### src/rtl/instr_encoder.sv
// instr_encoder: packs symbolic RV64 requests into 32-bit words and streams them to imem
module instr_encoder #(
    parameter logic [63:0] BASE_ADDR = 64'h0,
    parameter int unsigned MEM_WORDS = 256
) (
    input  logic        clk,
    input  logic        rst_n,
    input  logic        i_clear,
    input  logic        i_in_valid,
    output logic        o_in_ready,
    input  logic [3:0]  i_in_op,
    input  logic [4:0]  i_in_rd,
    input  logic [4:0]  i_in_rs1,
    input  logic [4:0]  i_in_rs2,
    input  logic [63:0] i_in_imm,
    output logic        o_out_valid,
    input  logic        i_out_ready,
    output logic [31:0] o_out_instr,
    output logic [63:0] o_out_addr,
    output logic        o_err_valid,
    output logic [1:0]  o_err_code,
    output logic        o_done
);
    logic               r_out_valid;
    logic [31:0]        r_out_instr;
    logic [63:0]        r_addr;
    logic [31:0]        r_count;
    logic               r_done;
    logic               r_err_valid;
    logic [1:0]         r_err_code;
    logic signed [63:0] w_imm;
    logic               w_is_i;
    logic               w_is_b;
    logic               w_i_ok;
    logic               w_b_ok;
    logic [1:0]         w_err;
    logic [31:0]        w_word;
    logic               w_accept;
    logic               w_fire;

    assign w_imm  = i_in_imm;
    assign w_is_i = (i_in_op >= 4'd4) && (i_in_op <= 4'd8);
    assign w_is_b = (i_in_op >= 4'd9) && (i_in_op <= 4'd11);
    // full 64-bit signed compares so large immediates cannot alias into range
    assign w_i_ok = (w_imm >= -64'sd2048) && (w_imm <= 64'sd2047);
    assign w_b_ok = (w_imm >= -64'sd4096) && (w_imm <= 64'sd4094);

    assign o_in_ready = rst_n && !r_done && !i_clear && (!r_out_valid || i_out_ready);
    assign w_accept   = i_in_valid && o_in_ready;
    assign w_fire     = r_out_valid && i_out_ready && !i_clear;

    // rejection code, highest priority first: illegal op, range, odd branch offset
    always_comb begin
        w_err = (i_in_op > 4'd11) ? 2'b01 :
                ((w_is_i && !w_i_ok) || (w_is_b && !w_b_ok)) ? 2'b10 :
                (w_is_b && i_in_imm[0]) ? 2'b11 : 2'b00;
    end

    // field packing per instruction format
    always_comb begin
        w_word = 32'h0;
        case (i_in_op)
            4'd0:  w_word = {7'b0000000, i_in_rs2, i_in_rs1, 3'b000, i_in_rd, 7'b0110011};
            4'd1:  w_word = {7'b0100000, i_in_rs2, i_in_rs1, 3'b000, i_in_rd, 7'b0110011};
            4'd2:  w_word = {7'b0000000, i_in_rs2, i_in_rs1, 3'b111, i_in_rd, 7'b0110011};
            4'd3:  w_word = {7'b0000000, i_in_rs2, i_in_rs1, 3'b110, i_in_rd, 7'b0110011};
            4'd4:  w_word = {i_in_imm[11:0], i_in_rs1, 3'b000, i_in_rd, 7'b0010011};
            4'd5:  w_word = {i_in_imm[11:0], i_in_rs1, 3'b110, i_in_rd, 7'b0010011};
            4'd6:  w_word = {i_in_imm[11:0], i_in_rs1, 3'b100, i_in_rd, 7'b0010011};
            4'd7:  w_word = {i_in_imm[11:0], i_in_rs1, 3'b011, i_in_rd, 7'b0000011};
            4'd8:  w_word = {i_in_imm[11:5], i_in_rs2, i_in_rs1, 3'b011, i_in_imm[4:0], 7'b0100011};
            4'd9:  w_word = {i_in_imm[12], i_in_imm[10:5], i_in_rs2, i_in_rs1, 3'b000,
                             i_in_imm[4:1], i_in_imm[11], 7'b1100011};
            4'd10: w_word = {i_in_imm[12], i_in_imm[10:5], i_in_rs2, i_in_rs1, 3'b001,
                             i_in_imm[4:1], i_in_imm[11], 7'b1100011};
            4'd11: w_word = {i_in_imm[12], i_in_imm[10:5], i_in_rs2, i_in_rs1, 3'b101,
                             i_in_imm[4:1], i_in_imm[11], 7'b1100011};
            default: w_word = 32'h0;
        endcase
    end

    // one-entry output register, address/count tracking and error pulse
    always_ff @(posedge clk or negedge rst_n) begin
        if (!rst_n) begin
            r_out_valid <= 1'b0;
            r_out_instr <= 32'h0;
            r_addr      <= BASE_ADDR;
            r_count     <= 32'd0;
            r_done      <= 1'b0;
            r_err_valid <= 1'b0;
            r_err_code  <= 2'b00;
        end else if (i_clear) begin
            r_out_valid <= 1'b0;
            r_addr      <= BASE_ADDR;
            r_count     <= 32'd0;
            r_done      <= 1'b0;
            r_err_valid <= 1'b0;
        end else begin
            r_err_valid <= w_accept && (w_err != 2'b00);
            if (w_accept && (w_err != 2'b00))
                r_err_code <= w_err;
            if (w_accept && (w_err == 2'b00))
                r_out_instr <= w_word;
            r_out_valid <= (w_accept && (w_err == 2'b00)) || (r_out_valid && !w_fire);
            if (w_fire) begin
                r_addr  <= r_addr + 64'd4;
                r_count <= r_count + 32'd1;
                if (r_count + 32'd1 == MEM_WORDS)
                    r_done <= 1'b1;
            end
        end
    end

    assign o_out_valid = r_out_valid;
    assign o_out_instr = r_out_instr;
    assign o_out_addr  = r_addr;
    assign o_err_valid = r_err_valid;
    assign o_err_code  = r_err_code;
    assign o_done      = r_done;
endmodule

### config.mk
export PLATFORM = sky130hd
export DESIGN_NAME = instr_encoder
export DESIGN_NICKNAME = d
export VERILOG_FILES = /design/src/rtl/instr_encoder.sv
export SDC_FILE = /design/constraint.sdc
export NUM_CORES = 1
export LEC_CHECK = 0
export ABC_CLOCK_PERIOD_IN_PS = 3100
export CAP_MARGIN = 20
export CORE_MARGIN = 2
export CORE_UTILIZATION = 50
export CTS_CLUSTER_SIZE = 20
export DETAILED_ROUTE_END_ITERATION = 7
export HOLD_SLACK_MARGIN = 0.06
export PLACE_DENSITY = 0.88
export SLEW_MARGIN = 20
export SYNTH_ARGS = -nofsm -noshare
export SYNTH_HDL_FRONTEND = slang
export SYNTH_SLANG_ARGS = --single-unit
### constraint.sdc
create_clock -name clk -period 3.1 [get_ports clk]
set_clock_uncertainty 0.05 [all_clocks]
set_input_delay 0.465 -clock clk [delete_from_list [all_inputs] [get_ports clk]]
set_output_delay 0.465 -clock clk [all_outputs]
set_load 0.01 [all_outputs]
==> out/results.ini <==
[run_status]
outcome = completed

[setup_path]
critPathLaunch = r_count[0]
required_ns = 3.37
crit_fanout = 10
worstPathArrival_ns = 2.93
critical_path_class = flip-flop to flip-flop
start_kind = flip-flop
crit_path_end_kind = flip-flop
rr_startpoint = r_count[0]

[placement]
postPlaceCellArea_um2 = 9553
place_hpwl_mm = 15.41
portBuffers = 185
dp_cells = 1157
routabilityCongestion = 0.8770

[clock_network]
cts_buffer_depth = 2
clk_pin_slew_ns = 0.06
clkLatencyLatePin_ns = 0.43
postCtsSetupBuffers = 0
clock-sinks = 128
h-tree-depth = 4
ctsHoldBuffers = 0
cts_buffers = 17
post_cts_resized = 0
cts_tree = built
root_buffer = clkbuf_16

[route]
wl_per_cell_um = 18.31
vias = 7135
initialDrtViolationCount = 697
drt_first_pass_iters = 5
ant_nets = 0
viasPerCell = 6.011
wirelength_mm = 21.73
route.detailed.drc = 0

[logic_synthesis]
netlist_area_um2 = 7625
async_reset_ff_share_pct = 100.0
synth_cell_type_count = 68
synth.largest_area_cell = dfrtp_1
syn_inst = 818
synthTopCellsByArea = dfrtp_1, nor2_1, xnor2_1, mux2_4, xor2_1
synth.avg_cell_area_um2 = 9.321
synth_compound_area_share_pct = 6.597
ys_seq_area_share_pct = 42.01
synth-edff-count = 0
synth_ff_type = dfrtp_1
synth.top_cell.area_share_pct = 42.01
synth-xor-area-share_pct = 9.419
yosysWarnings = 0
ys_ff_latch = 128
muxShareOfSynthArea_pct = 6.318
synth_simple_gate_area_share_pct = 30.37
synth_top_family_by_area = simple AND/OR/NAND/NOR gates
synth_fa_ha_area_share_pct = 0.3282

[power_and_ir_drop]
switching_share_pct = 23.99
comb_power_share_pct = 15.8
internal-power_w = 0.003517
p_per_area_nw_per_um2 = 456.0
leakage_nw = 4.168
seqPwrFrac_pct = 40.2
ir_worst_vdd_v = 0.0004085
p_switching_w = 0.001110
p_clk_share_pct = 44.0

[die]
coreArea_um2 = 15030
dieArea_um2 = 16250
num_rows = 45
die_h_um = 127.5
initial_core_util_pct = 50.72
ios = 190
die_w_um = 127.5

[cells_and_area]
n_fill_cell = 1114
drive_gt1_share_pct = 9.309
stdcell_area_um2 = 10150
area_growth_pct = 33.07
instances_no_fill = 1187
nNetsFinal = 1078
antenna_cells = 0

[timing]
slew_violations = 0
slew_headroom_pct = 32.48
fin_crit_ns = 2.667
post-route-period-util_pct = 86.03
worst_slew_pin_slew_ns = 1.013
setup_violations = 0
rsz0062_at_grt = false
max_freq_mhz = 375.0
tns_ns = 0
hold_violations = 0

[min_path]
hold_path.class = input port to asynchronous set/reset pin

[global_routing]
overflow = 0
grt_pass1_vias = 6918
grt_usage_pct = 26.94
grt_pass1_wl_mm = 34.87
grt_max_degree = 129
antenna_found_initial = 0

[run]
cap_viol_max_count = 0

## worst paths after layout
check / to / slack, ns / cells past startpoint
worst max-delay path: o_done / 0.43 / 7
worst min register to register: o_out_instr[1] / 0.45 / 1
worst min-delay path: o_out_addr[48] / 0.12 / 2
min in group clk: o_out_instr[1] / 0.45 / 1
max in group asynchronous: r_count[24] / 2.33 / 2
worst max register to register: o_done / 0.43 / 7
## registers in the layout (all words and copies together), names as in the netlist
| register | flops |
|---|---|
| o_done | 1 |
| o_err_code | 2 |
| o_err_valid | 1 |
| o_out_addr | 62 |
| o_out_instr | 29 |
| o_out_valid | 1 |
| r_count | 32 |
## synth_stat cells, types with 3 or more instances
library cell  instances
a211oi_1              5
a21oi_1              18
a31oi_1               6
and2_1                8
and3_1               17
and4_1               16
buf_2                10
buf_4                10
buf_6                 5
clkbuf_1             24
dfrtp_1             128
inv_1                25
mux2_4               22
mux2i_1              14
nand2_1              68
nand2b_1              4
nand3_1              32
nand4_1              47
nand4_2               3
nand4_4               5
nor2_1              109
nor2b_1               5
nor3_1               27
nor3b_1               3
nor4_1               34
nor4b_1               3
o21ai_0              19
o22ai_1               3
o31a_1                3
or2_2                 3
or3_1                16
xnor2_1              46
xor2_1               36
## cell usage in the layout, fill, tap and decap left out, drive strengths merged, types with 19 or more instances in the layout
cell type        n
o21ai           19
nand3           32
xnor2           46
clkdlybuf4s50  183
nor4            37
mux2            23
inv             27
nor2           109
xor2            36
nand4           55
nor3            29
nand2           68
clkbuf          21
dfrtp          128
## power groups by stage
stage | clock network [W] | logic [W] | registers (W)
after detailed placement | 0 | 0.000731 | 0.00188
after floorplan | 0 | 0.000229 | 0.00192
after global routing | 0.00212 | 0.000779 | 0.00187
after global placement | 0 | 0.000716 | 0.00189
after CTS | 0.00204 | 0.000735 | 0.00186
final | 0.00204 | 0.000731 | 0.00186
## critical path, cell delays in order (launching register included)
cell and delay (ns):
dfrtp_1 0.38, ha_1 0.26, nand4_2 0.33, nor4_1 0.60, o2111a_1 0.28, o32ai_1 0.07, a211o_1 0.26, o41ai_2 0.32
## kinds of logic after synthesis
family / count (synthesis)
and+or+nand+nor: 417
DFF: 128
xor gates and xnor gates: 82
buffers and inverters: 76
AOI/OAI and AO/OA: 75
muxes: 37
adders and majority gates: 2
other: 1
## stage by stage
step / utilization [%] / total power, W / hold WS [ns] / setup WS [ns]
2_1_floorplan: - / 0.002151 / 0.1194 / 0.7327
3_3_place_gp: 63.55 / 0.002604 / 0.4417 / 0.1680
3_5_place_dp: 63.55 / 0.002614 / 0.4339 / 0.1370
4_1_cts: 67.49 / 0.004639 / 0.1830 / 0.4700
5_1_grt: 67.49 / 0.004770 / 0.1805 / 0.3111
6_report: 67.49 / 0.004627 / 0.1201 / 0.4331
## final cells by class
| class | instances | area, µm² | share of cell area, % |
|---|---|---|---|
| Timing Repair Buffer | 199 | 1962 | 19.34 |
| Clock buffer | 21 | 460.4 | 4.538 |
| Sequential cell | 128 | 3203 | 31.57 |
| Clock inverter | 9 | 132.6 | 1.307 |
| Inverter | 25 | 93.84 | 0.9249 |
| Tap cell | 188 | 235.2 | 2.318 |
| Multi-Input combinational cell | 617 | 4059 | 40.00 |
## routing by layer
metal	global-route usage, %	up-vias	routed length (µm)
met5	0	-	0
met4	12.28	0	715
met3	4.732	54	1258
met2	45.67	332	11070
met1	33.67	3496	8693
li1	-	3253	-
No activity file was read; power rests on OpenSTA's default activity.
